**src/rtl/div_unit_if.sv**
```systemverilog
// div_unit_if: EX-stage <-> divider handshake bundle.
//   master : EX stage (drives request, operands, annul; sees result/ready/stall)
//   slave  : div_unit
// Signals:
//   signed_div_i    1 = DIV (signed), 0 = DIVU
//   opdata1_i       dividend
//   opdata2_i       divisor
//   start_i         request, held until ready_o is seen
//   annul_i         abort in-flight division (EX flush)
//   result_o        {remainder, quotient}
//   ready_o         result_o valid
//   stallreq_o      divider busy, hold IF..EX
interface div_unit_if #(
  parameter int WIDTH = 32
);
  logic               signed_div_i;
  logic [WIDTH-1:0]   opdata1_i;
  logic [WIDTH-1:0]   opdata2_i;
  logic               start_i;
  logic               annul_i;
  logic [2*WIDTH-1:0] result_o;
  logic               ready_o;
  logic               stallreq_o;

  modport master (
    output signed_div_i, opdata1_i, opdata2_i, start_i, annul_i,
    input  result_o, ready_o, stallreq_o
  );

  modport slave (
    input  signed_div_i, opdata1_i, opdata2_i, start_i, annul_i,
    output result_o, ready_o, stallreq_o
  );
endinterface

```
**src/rtl/div_unit.sv**
```systemverilog
// div_unit: multi-cycle radix-2 restoring divider for DIV/DIVU.
// One quotient bit per cycle on operand magnitudes, then a single sign
// correction cycle. Holds the pipeline via stallreq_o while busy.
// Ports:
//   clk   rising-edge clock
//   rst   asynchronous active-low reset
//   bus   div_unit_if.slave (request/operands/annul in, result/ready/stall out)
// Timing (capture edge = 0): nonzero divisor -> ready after edge WIDTH+1,
// zero divisor -> ready after edge 1 with a zero result.
module div_unit #(
  parameter int WIDTH = 32,
  parameter int CNT_W = $clog2(WIDTH+1)
) (
  input  logic     clk,
  input  logic     rst,
  div_unit_if.slave bus
);

  typedef enum logic [1:0] {
    S_IDLE    = 2'd0,
    S_BY_ZERO = 2'd1,
    S_ON      = 2'd2,
    S_END     = 2'd3
  } state_t;

  state_t             r_state;
  state_t             w_next;

  logic [CNT_W-1:0]   r_cnt;
  logic [WIDTH-1:0]   r_rem;     // partial remainder (always < divisor)
  logic [WIDTH-1:0]   r_dvd;     // dividend bits shift out, quotient bits shift in
  logic [WIDTH-1:0]   r_dvsr;    // divisor magnitude
  logic               r_sgn;
  logic               r_neg1;
  logic               r_neg2;
  logic [2*WIDTH-1:0] r_result;

  logic               w_go;
  logic               w_zero;
  logic               w_done;
  logic [WIDTH-1:0]   w_mag1;
  logic [WIDTH-1:0]   w_mag2;
  logic [WIDTH:0]     w_shift;
  logic [WIDTH:0]     w_trial;
  logic               w_qbit;
  logic [WIDTH-1:0]   w_quot;
  logic [WIDTH-1:0]   w_remc;

  assign w_go   = bus.start_i & ~bus.annul_i;
  assign w_zero = (bus.opdata2_i == '0);
  assign w_done = (r_cnt == CNT_W'(WIDTH));

  // Magnitudes: MIN negates to itself, which reads correctly as 2^(W-1) unsigned.
  assign w_mag1 = (bus.signed_div_i & bus.opdata1_i[WIDTH-1]) ? -bus.opdata1_i : bus.opdata1_i;
  assign w_mag2 = (bus.signed_div_i & bus.opdata2_i[WIDTH-1]) ? -bus.opdata2_i : bus.opdata2_i;

  // One restoring step. The shifted remainder and trial difference are
  // W+1 bits wide; the trial MSB is the borrow that decides the quotient bit.
  assign w_shift = {r_rem, r_dvd[WIDTH-1]};
  assign w_trial = w_shift - {1'b0, r_dvsr};
  assign w_qbit  = ~w_trial[WIDTH];

  // Sign correction: quotient sign = sign1 ^ sign2, remainder follows dividend.
  assign w_quot = (r_sgn & (r_neg1 ^ r_neg2)) ? -r_dvd : r_dvd;
  assign w_remc = (r_sgn & r_neg1)            ? -r_rem : r_rem;

  // State register
  always_ff @(posedge clk or negedge rst) begin
    if (!rst) r_state <= S_IDLE;
    else      r_state <= w_next;
  end

  // Next-state logic
  always_comb begin
    w_next = r_state;
    case (r_state)
      S_IDLE:    if (w_go) w_next = w_zero ? S_BY_ZERO : S_ON;
      S_BY_ZERO: w_next = bus.annul_i ? S_IDLE : S_END;
      S_ON: begin
        if (bus.annul_i)  w_next = S_IDLE;
        else if (w_done)  w_next = S_END;
      end
      S_END:     if (!bus.start_i) w_next = S_IDLE;
      default:   w_next = S_IDLE;
    endcase
  end

  // Outputs. Stall is combinational in IDLE so the requesting instruction
  // holds in EX on the very cycle it asks; reset forces it low.
  always_comb begin
    bus.ready_o    = (r_state == S_END);
    bus.stallreq_o = rst & ((r_state == S_BY_ZERO) | (r_state == S_ON) |
                            ((r_state == S_IDLE) & w_go));
    bus.result_o   = r_result;
  end

  // Datapath
  always_ff @(posedge clk or negedge rst) begin
    if (!rst) begin
      r_cnt    <= '0;
      r_rem    <= '0;
      r_dvd    <= '0;
      r_dvsr   <= '0;
      r_sgn    <= 1'b0;
      r_neg1   <= 1'b0;
      r_neg2   <= 1'b0;
      r_result <= '0;
    end else begin
      case (r_state)
        S_IDLE: begin
          if (w_go && !w_zero) begin
            r_dvd  <= w_mag1;
            r_dvsr <= w_mag2;
            r_sgn  <= bus.signed_div_i;
            r_neg1 <= bus.signed_div_i & bus.opdata1_i[WIDTH-1];
            r_neg2 <= bus.signed_div_i & bus.opdata2_i[WIDTH-1];
            r_rem  <= '0;
            r_cnt  <= '0;
          end
        end
        S_BY_ZERO: begin
          if (!bus.annul_i) r_result <= '0;
        end
        S_ON: begin
          // An annul drops the work in place; result_o keeps the previous answer.
          if (!bus.annul_i) begin
            if (!w_done) begin
              r_rem <= w_qbit ? w_trial[WIDTH-1:0] : w_shift[WIDTH-1:0];
              r_dvd <= {r_dvd[WIDTH-2:0], w_qbit};
              r_cnt <= r_cnt + CNT_W'(1);
            end else begin
              r_result <= {w_remc, w_quot};
            end
          end
        end
        default: ;
      endcase
    end
  end

endmodule

```
**src/flat_wrapper.sv**
```systemverilog
// flat-port wrapper written by rule: the top's interface ports become plain ports
module div_unit_flat 
#(
  parameter int WIDTH = 32,
  parameter int CNT_W = $clog2(WIDTH+1)
)
  (clk, rst, bus_signed_div_i, bus_opdata1_i, bus_opdata2_i, bus_start_i, bus_annul_i, bus_result_o, bus_ready_o, bus_stallreq_o);
  div_unit_if #(.WIDTH(WIDTH)) bus_i ();
  input  logic clk;
  input  logic rst;
  input wire logic [$bits(bus_i.signed_div_i)-1:0] bus_signed_div_i;
  input wire logic [$bits(bus_i.opdata1_i)-1:0] bus_opdata1_i;
  input wire logic [$bits(bus_i.opdata2_i)-1:0] bus_opdata2_i;
  input wire logic [$bits(bus_i.start_i)-1:0] bus_start_i;
  input wire logic [$bits(bus_i.annul_i)-1:0] bus_annul_i;
  output wire logic [$bits(bus_i.result_o)-1:0] bus_result_o;
  output wire logic [$bits(bus_i.ready_o)-1:0] bus_ready_o;
  output wire logic [$bits(bus_i.stallreq_o)-1:0] bus_stallreq_o;
  assign bus_i.signed_div_i = bus_signed_div_i;
  assign bus_i.opdata1_i = bus_opdata1_i;
  assign bus_i.opdata2_i = bus_opdata2_i;
  assign bus_i.start_i = bus_start_i;
  assign bus_i.annul_i = bus_annul_i;
  assign bus_result_o = bus_i.result_o;
  assign bus_ready_o = bus_i.ready_o;
  assign bus_stallreq_o = bus_i.stallreq_o;
  div_unit #(.WIDTH(WIDTH), .CNT_W(CNT_W)) u_core (.clk(clk), .rst(rst), .bus(bus_i));
endmodule
```
**config.mk**
```make
export PLATFORM = sky130hd
export DESIGN_NAME = div_unit_flat
export DESIGN_NICKNAME = d
export VERILOG_FILES = /design/src/rtl/div_unit_if.sv /design/src/rtl/div_unit.sv /design/src/flat_wrapper.sv
export SDC_FILE = /design/constraint.sdc
export NUM_CORES = 1
export LEC_CHECK = 0
export ABC_AREA = 1
export CAP_MARGIN = 20
export CORE_ASPECT_RATIO = 2
export CORE_UTILIZATION = 60
export DETAILED_ROUTE_END_ITERATION = 10
export DONT_BUFFER_PORTS = 1
export HOLD_SLACK_MARGIN = 0.12
export PLACE_DENSITY = 0.74
export SYNTH_ARGS = -nofsm -noshare
export SYNTH_HDL_FRONTEND = slang
export SYNTH_SLANG_ARGS = --single-unit
```
**constraint.sdc**
```tcl
create_clock -name clk -period 5.2 [get_ports clk]
set_clock_uncertainty 0.05 [all_clocks]
set_input_delay 1.04 -clock clk [delete_from_list [all_inputs] [get_ports clk]]
set_output_delay 1.04 -clock clk [all_outputs]
set_load 0.05 [all_outputs]
```
==> results of run 1 <==
[per-layer routing]
layer	vias up	GRT usage, %	part of all wire, %
met2	534	71.8	51
met1	6472	36.5	32
met4	0	45.3	13
met3	245	8.52	5.1
li1	6715	-	-
met5	-	0	0
[through the flow]
step	hold WS, ps	setup WS (ps)	std cells	power, mW
finish	241	1800	2378	7.01
global route	226	1590	2378	7.46
CTS	216	1780	2377	6.95
detailed placement	423	1420	2345	5.61
global placement	418	1580	2345	5.55
floorplan	403	1740	2118	4.77
[area by class of cell]
cell class	instances	area, um^2
Clock buffer	24	502
Clock inverter	8	108
Tap cell	276	345
Multi-Input combinational cell	1593	7900
Inverter	294	1110
Sequential cell	171	4280
Fill cell	2159	7810
Timing Repair Buffer	12	110
[flip-flops by register name, summed over array words and instances, names as in the netlist]
register	cells
u_core.r_sgn	1
u_core.r_dvd	32
u_core.r_neg1	1
u_core.r_rem	32
u_core.r_neg2	1
u_core.r_dvsr	32
u_core.r_cnt	6
u_core.r_state	2
u_core.bus.result_o	64
[cell families (layout without fill, tap and decap cells)]
family | count (synthesis) | in the layout | synth area share, %
AOI/OAI and AO/OA | 269 | 269 | 11.7
xor gates and xnor gates | 66 | 66 | 4.25
adders and majority gates | 43 | 43 | 4.01
buffers and inverters | 354 | 338 | 10.6
DFF | 171 | 171 | 31.4
and+or+nand+nor | 1215 | 1215 | 38.0
[path summary, 6_finish.rpt]
path	slack, ps	from	endpoint
setup / recovery	1800	u_core.r_state[0]$_DFFE_PN0P_	bus_stallreq_o
hold / removal	240	rst	u_core.r_dvsr[25]$_DFFE_PN0P_
setup reg to reg	1820	u_core.r_state[0]$_DFFE_PN0P_	u_core.bus.result_o[56]$_DFFE_PN0P_
hold reg to reg	430	u_core.r_dvsr[19]$_DFFE_PN0P_	u_core.r_dvsr[19]$_DFFE_PN0P_
max in group asynchronous	4410	rst	u_core.r_rem[27]$_DFFE_PN0P_
min in group clk	430	u_core.r_dvsr[19]$_DFFE_PN0P_	u_core.r_dvsr[19]$_DFFE_PN0P_
[power breakdown]
part | switching [mW] | internal [mW] | leakage [nW]
Combinational | 2.31 | 0.934 | 5.06
Sequential | 0.735 | 1.71 | 2.27
Clock | 0.549 | 0.774 | 0.297
Total | 3.59 | 3.41 | 7.63
[cell usage in the layout, fill, tap and decap left out, types with 5 or more instances in the layout]
| master | instances |
|---|---|
| o21ai_2 | 16 |
| a21oi_1 | 59 |
| nor2_1 | 177 |
| nand3b_1 | 6 |
| inv_1 | 288 |
| nor3_1 | 29 |
| o21ai_0 | 135 |
| nand3_1 | 195 |
| o211ai_1 | 11 |
| nand4_1 | 28 |
| clkbuf_8 | 5 |
| buf_4 | 11 |
| xnor2_1 | 20 |
| nand3_2 | 15 |
| o2111ai_1 | 7 |
| nand2_2 | 12 |
| a32o_1 | 6 |
| o21bai_1 | 5 |
| clkbuf_16 | 17 |
| o31ai_1 | 6 |
| nand2_1 | 724 |
| o211ai_2 | 5 |
| or2_2 | 7 |
| xor2_1 | 46 |
| dfrtp_1 | 171 |
| ha_1 | 41 |
==> metrics.csv, run 1 <==
metric,value,unit
status,"complete, no violations",
synthCells,2118,
grt_pass1_wl,71500,um
cellPowerDensity,488,nW/um^2
critPathArrivalTime,2310,ps
antenna_found_initial,0,
yosysSeqAreaShare,31.4,%
fin_nets,2201,
htreeDepth,4,
placed_area,13700,um^2
critPathTopFamily,compound AO/OA/AOI/OAI gates,
cts_resized,0,
drtPass1Iterations,5,
async_flop_share,100,%
wl_per_cell,19.4,um
clockBufferDepth,2,
holdBufCountCts,0,
grt.total_usage,41.5,%
synth.top_cells.by_count,"nand2_1, inv_1, nand3_1",
cts-root-buf,clkbuf_16,
post-route-period-util,65.4,%
die_height,215,um
grt_pass1_vias,13800,
design_area,14400,um^2
syn_area_per_cell,6.43,um^2
overflow,0,
diodes,0,
io_buffers,0,
cts_sinks,171,
yosysTopAreaCell,dfrtp_1,
worst_pin_slew,1010,ps
dieArea,23300,um^2
path_clk_slew,60,ps
synth_most_common_cell,nand2_1,
numCtsBuffers,17,
crit_buf_inv,1,
cp_max_fo,6,
finish.utilization,64.8,%
start_kind,flop,
timing.max_cap.violations,0,
fin_setup_tns,0,ps
synth_flop_cell,dfrtp_1,
core,22200,um^2
drv_slew,0,
synth_area,13600,um^2
ys_top_cells_by_area,"dfrtp_1, nand2_1, inv_1, nand3_1, o21ai_0",
hold_violations,0,
p_leak,7.63,nW
syn_to_final_growth,5.40,%
ys_types,48,
fmax,0.294,GHz
synth_edf_count,0,
drive_gt1_share,5.61,%
fp-row-count,77,
worstSkewPairLatency,450,ps
crit_slowest_cell,a21boi_1,
period_needed,3400,ps
critPathKind,flop to output port,
drtIter0Drc,919,
end_kind,output port,
synth_top_cell_area_share,31.4,%
synth_seq_cells,171,
die-width,109,um
cp.depth,4,
place_congestion,1.04,
finalWirelength,46100,um
synth_nets,2230,
viasPerCell,5.87,
worstPathCellList,inv_1 > ha_1 > nand3_1 > a21boi_1,
vias,14000,
finalSetupViolCount,0,
ys_warn_count,0,
hpwl,36300,um
rsz0062_at_grt,false,
start_util,61.4,%
slew_headroom,32.3,%
boundaryPins,135,
peakVddDrop,0.310,mV
reg2regPathDepth,10,
critPathMaxStageDelay,820,ps
drtAntennaViolNets,0,
min_path_type,input port to asynchronous set/reset pin,
cts_tree,built,
grt_max_degree,173,
cts_setup_buffers,0,
drcViolationCount,0,
required,4110,ps
Note: power is estimated with default switching activity, not from simulation.
==> run 2: changes to the inputs <==
- ABC_AREA: 1 -> 0
- CORE_UTILIZATION: 60 -> 59
- PLACE_DENSITY: 0.74 -> 0.76
- clock period: 5.2 -> 2.7 ns (I/O delays scaled with it)
==> metrics.csv, run 2 <==
metric,value,unit,change
start_kind,flop,,
peakVddDrop,0.635,mV,+100%
cp_max_fo,5,,-1
critPathKind,flop to flop,,
path_clk_slew,70,ps,about the same
cts-root-buf,clkbuf_16,,
diodes,0,,unchanged
grt_pass1_vias,10900,,-21%
critPathArrivalTime,3570,ps,+1260 ps
drtPass1Iterations,5,,unchanged
synth_top_cell_area_share,37.9,%,+6.4 points
synth_flop_cell,dfrtp_1,,
die-width,99.9,um,-8.0%
period_needed,3280,ps,
slew_headroom,43.3,%,+11 points
overflow,0,,unchanged
reg2regPathDepth,17,,+7
wl_per_cell,18.6,um,-3.9%
post-route-period-util,122,%,
largest_reg_flops,64,,unchanged
timing.max_cap.violations,0,,unchanged
place_congestion,0.929,,-11%
violations,"hold timing, setup timing",,
synth_most_common_cell,nand2_1,,
fin_ws,-583,ps,-2380 ps
ys_types,70,,+46%
synth_nets,1506,,-32%
p_leak,6.31,nW,-17%
synthCells,1394,,-34%
layout_commonest_cell,nand2_1,,
grt.total_usage,33.9,%,-7.5 points
start_util,60.3,%,-1.1 points
synth_area,11300,um^2,-17%
layout_common_cells,"nand2_1, buf_4, dfrtp_1",,
cellPowerDensity,1320,nW/um^2,+170%
finalWirelength,34200,um,-26%
fp-row-count,71,,-7.8%
viasPerCell,5.99,,+2.0%
io_buffers,0,,unchanged
drtAntennaViolNets,0,,unchanged
worstSkewPairLatency,440,ps,about the same
core,18700,um^2,-15%
end_kind,flop,,
drcViolationCount,0,,unchanged
placed_area,13100,um^2,-4.8%
rr_startpoint,u_core.r_dvd[31]$_DFFE_PN0P_,,
r2r_slack,-580,ps,-2400 ps
reg2reg_to,u_core.r_rem[14]$_DFFE_PN0P_,,
placed_cells,1783,,-24%
dieArea,19700,um^2,-15%
syn_area_per_cell,8.11,um^2,+26%
boundaryPins,135,,unchanged
drtIter0Drc,571,,-38%
grt_pass1_wl,51900,um,-27%
die_height,198,um,-8.0%
layout.cells.non_filler,1835,,-23%
syn_to_final_growth,26.7,%,
htreeDepth,4,,unchanged
worst_hold_slack,-262,ps,-503 ps
cts_sinks,171,,unchanged
min_path_type,input port to asynchronous set/reset pin,,
async_flop_share,100,%,unchanged
hold_violations,171,,+171
status,"complete, but fails checks",,
yosysTopAreaCell,dfrtp_1,,
fin_nets,1680,,-24%
fin_setup_tns,-15730,ps,-15730 ps
ys_top_cells_by_area,"dfrtp_1, o21ai_0, nand2_1, a21oi_1, xnor2_1",,
antenna_found_initial,0,,unchanged
drive_gt1_share,22.2,%,+17 points
drv_slew,0,,unchanged
finalSetupViolCount,33,,+33
numCtsBuffers,17,,unchanged
yosysSeqAreaShare,37.9,%,+6.4 points
rsz0062_at_grt,true,,
hpwl,23800,um,-34%
fmax,0.305,GHz,
synth_seq_cells,171,,unchanged
synth_edf_count,0,,unchanged
design_area,14300,um^2,-0.17%
cts_tree,built,,
clockBufferDepth,2,,unchanged
vias,11000,,-21%
required,2990,ps,-1120 ps
ys_warn_count,0,,unchanged
worst_pin_slew,848,ps,-166 ps
grt_max_degree,173,,unchanged
synth.top_cells.by_count,"nand2_1, o21ai_0, dfrtp_1",,
==> run 2: how the worst max path moves through the flow <==
stage	from	end	slack (ps)	depth (start not counted)
2_1_floorplan	u_core.r_dvd[31]$_DFFE_PN0P_	u_core.r_rem[30]$_DFFE_PN0P_	-280	13
3_3_place_gp	u_core.r_dvd[31]$_DFFE_PN0P_	u_core.r_rem[5]$_DFFE_PN0P_	-440	13
3_5_place_dp	u_core.r_dvd[31]$_DFFE_PN0P_	u_core.r_rem[26]$_DFFE_PN0P_	-550	13
4_1_cts	u_core.r_dvsr[0]$_DFFE_PN0P_	u_core.r_rem[30]$_DFFE_PN0P_	-450	12
5_1_grt	u_core.r_dvsr[0]$_DFFE_PN0P_	u_core.r_rem[12]$_DFFE_PN0P_	-660	16
6_report	u_core.r_dvd[31]$_DFFE_PN0P_	u_core.r_rem[14]$_DFFE_PN0P_	-580	17
==> run 2: what timing repair did <==
item | CTS | global route
endpoints found under the hold margin | 171 | 171
cloned | 1 | 0
setup endpoints to repair | 38 | 45
pin swaps | 28 | 23
setup buffers | 14 | 6
gates resized for setup | 71 | 61
==> run 2: power breakdown <==
group / total, mW / switching [mW] / internal, mW
clock network: 2.41 / 1.09 / 1.32
logic: 12.6 / 6.83 / 5.73
registers: 3.97 / 0.707 / 3.26
total: 18.9 / 8.62 / 10.3
==> run 2: logic make-up (layout without fill, tap and decap cells) <==
logic type               count (synthesis)  count (layout)  share of synthesized area (%)
AND/OR/NAND/NOR                        462             462                           18.8
flip-flops                             171             171                           37.9
AO/OA/AOI/OAI                          434             434                           21.8
adder cells (fa/ha/maj)                 43              43                           4.83
buffers and inverters                  134             319                           4.84
multiplexers                            10              10                          0.952
XOR/XNOR                               140             141                           10.9
==> run 2: critical path, stage by stage (launching register included) <==
cell       delay, ps
dfrtp_1          370
inv_2             60
ha_4             160
fa_2             340
nand2b_4         160
a211oi_4         250
o21ai_2          110
a31oi_4          240
buf_6            140
o2111ai_4        130
o21ai_4          190
buf_12           160
xnor2_4          130
buf_6            160
buf_8            140
buf_6            110
nand4_1          130
o211ai_1         170
==> run 2: layer usage <==
metal  wire length [um]  GRT usage, %  share of wire, %
met2              18600          64.5                54
met5                  0             0                 0
met1              11300          31.6                33
met3               1920          6.18               5.6
met4               2390          23.9               7.0
==> run 2: metrics by stage <==
| stage | utilization (%) | power, mW | setup slack (ps) |
|---|---|---|---|
| floorplan | - | 10.6 | -282 |
| global placement | 69.6 | 14.0 | -438 |
| detailed placement | 69.6 | 14.3 | -545 |
| CTS | 74.8 | 17.7 | -448 |
| global route | 76.4 | 20.1 | -660 |
| finish | 76.4 | 18.9 | -583 |
==> run 2: area by class of cell <==
cell class	instances	area (um^2)
fillers	1332	4420
well taps	255	319
flip-flops and latches	171	4280
clock inverters	12	116
repair buffers	224	1880
multi-input cells	1090	7040
inverters	64	240
clock buffers	19	453
==> run 3: changes to the inputs <==
- CORE_UTILIZATION: 59 -> 60
- CTS_BUF_LIST: unset -> sky130_fd_sc_hd__clkbuf_2 sky130_fd_sc_hd__clkbuf_4 sky130_fd_sc_hd__clkbuf_8
- PLACE_DENSITY: 0.76 -> 0.77
- SKIP_CTS_REPAIR_TIMING: unset -> 1
==> metrics.csv, run 3 (same netlist as run 2, synthesis figures left out) <==
metric,value,unit,change
status,"complete, but fails checks",,
violations,"hold timing, setup timing",,
period_needed,3320,ps,+35.9 ps
cp_max_fo,6,,+1
drive_gt1_share,21.4,%,-0.80 points
die_height,196,um,-0.83%
critPathKind,flop to flop,,
fin_nets,1659,,-1.3%
layout_common_cells,"nand2_1, buf_4, dfrtp_1",,
hpwl,23200,um,-2.8%
clockBufferDepth,2,,unchanged
layout_commonest_cell,nand2_1,,
grt_max_degree,173,,unchanged
fmax,0.301,GHz,-1.1%
worst_pin_slew,818,ps,-29.8 ps
slew_headroom,45.4,%,+2.1 points
diodes,0,,unchanged
drv_slew,0,,unchanged
r2r_slack,-620,ps,-40 ps
htreeDepth,4,,unchanged
p_total,18.1,mW,-4.6%
grt_pass1_vias,10500,,-3.7%
numCtsBuffers,17,,unchanged
wl_per_cell,18.2,um,-2.3%
min_path_type,input port to asynchronous set/reset pin,,
fillers,1335,,+0.23%
grt_pass1_wl,48200,um,-7.2%
antenna_found_initial,0,,unchanged
cts_sinks,171,,unchanged
reg2reg_to,u_core.r_rem[5]$_DFFE_PN0P_,,
drtAntennaViolNets,0,,unchanged
die-width,99.1,um,-0.82%
required,3030,ps,+40 ps
drtPass1Iterations,5,,unchanged
core,18400,um^2,-1.9%
hold_violations,171,,unchanged
boundaryPins,135,,unchanged
worst_hold_slack,-296,ps,-34.2 ps
cellPowerDensity,1300,nW/um^2,-1.8%
rsz0062_at_grt,true,,
viasPerCell,6.08,,+1.4%
worstSkewPairLatency,470,ps,+30 ps
finalSetupViolCount,33,,unchanged
rr_startpoint,u_core.r_rem[24]$_DFFE_PN0P_,,
start_kind,flop,,
post-route-period-util,123,%,+1.3 points
vias,10800,,-1.9%
largest_reg_flops,64,,unchanged
dpl_worst_slack,-482,ps,+63.9 ps
finalWirelength,32400,um,-5.5%
timing.max_cap.violations,0,,unchanged
place_congestion,0.908,,-2.2%
dieArea,19400,um^2,-1.6%
p_leak,6.11,nW,-3.1%
cts-root-buf,clkbuf_8,,
overflow,0,,unchanged
start_util,61.4,%,+1.2 points
reg2regPathDepth,13,,-4
grt.total_usage,31.5,%,-2.5 points
end_kind,flop,,
critPathArrivalTime,3650,ps,+80 ps
drcViolationCount,0,,unchanged
cts_tree,built,,
drtIter0Drc,728,,+27%
fp-row-count,70,,-1.4%
io_buffers,0,,unchanged
fin_ws,-619,ps,-35.9 ps
peakVddDrop,0.601,mV,-5.4%
path_clk_slew,90,ps,+20 ps
syn_to_final_growth,23.1,%,
-- run 3: cell types whose count changed in the layout (fill, tap and decap cells not counted), moves of 5 or more --
cell,before,now
nor2_1,90,81
a21oi_2,13,22
a21oi_1,117,110
clkbuf_8,2,21
buf_4,195,177
buf_6,17,12
nor2_4,4,14
clkbuf_16,17,2
-- run 3: critical path: stages, from the launching register on --
cell,delay [ps]
dfrtp_1,430
ha_1,310
a21o_1,190
a21o_1,180
a221o_1,340
a21oi_1,190
o21a_1,230
o21ai_4,90
buf_12,160
xnor2_4,410
clkbuf_16,270
nand2_1,70
o31a_1,110
o21ai_1,200
-- run 3: how the worst max path moves through the flow --
stage | startpoint | end | slack (ps) | depth (start not counted)
2_1_floorplan | u_core.r_dvd[31]$_DFFE_PN0P_ | u_core.r_rem[30]$_DFFE_PN0P_ | -280 | 13
4_1_cts | u_core.r_dvd[31]$_DFFE_PN0P_ | u_core.r_rem[25]$_DFFE_PN0P_ | -500 | 15
3_3_place_gp | u_core.r_dvd[31]$_DFFE_PN0P_ | u_core.r_rem[28]$_DFFE_PN0P_ | -420 | 15
3_5_place_dp | u_core.r_dvd[31]$_DFFE_PN0P_ | u_core.r_dvd[0]$_DFFE_PN0P_ | -480 | 15
5_1_grt | u_core.r_dvd[31]$_DFFE_PN0P_ | u_core.r_rem[5]$_DFFE_PN0P_ | -770 | 15
6_report | u_core.r_rem[24]$_DFFE_PN0P_ | u_core.r_rem[5]$_DFFE_PN0P_ | -620 | 13
-- run 3: area by class of cell --
class,instances,area [um^2],area share (%)
multi-input cells,1091,7000,50.3
inverters,64,240,1.73
repair buffers,202,1730,12.4
clock buffers,21,289,2.08
well taps,216,270,1.94
flip-flops and latches,171,4280,30.7
clock inverters,11,110,0.791
-- run 3: metrics by stage --
stage          instances  utilization (%)  setup TNS [ps]  area, um^2
6_report            1776             75.7          -14350       13900
5_1_grt             1776             75.7          -19040       13900
4_1_cts             1761             72.3          -15010       13300
3_5_place_dp        1729             70.2          -27370       12900
3_3_place_gp        1729             70.2          -25580       12900
2_1_floorplan       1394                -          -10050       11500
-- run 3: per-layer routing --
metal | part of all wire (%) | routed length, um | GRT usage (%) | up-vias
met1 | 35 | 11200 | 29.4 | 5121
li1 | - | - | - | 5158
met4 | 6.8 | 2190 | 20.5 | 0
met3 | 4.4 | 1420 | 4.31 | 140
met2 | 54 | 17500 | 61.7 | 371
met5 | 0 | 0 | 0 | -
-- run 3: power breakdown --
group / total [mW] / internal [mW] / switching (mW)
logic: 12.2 / 5.58 / 6.64
registers: 4.02 / 3.25 / 0.765
clock network: 1.84 / 0.835 / 1.00
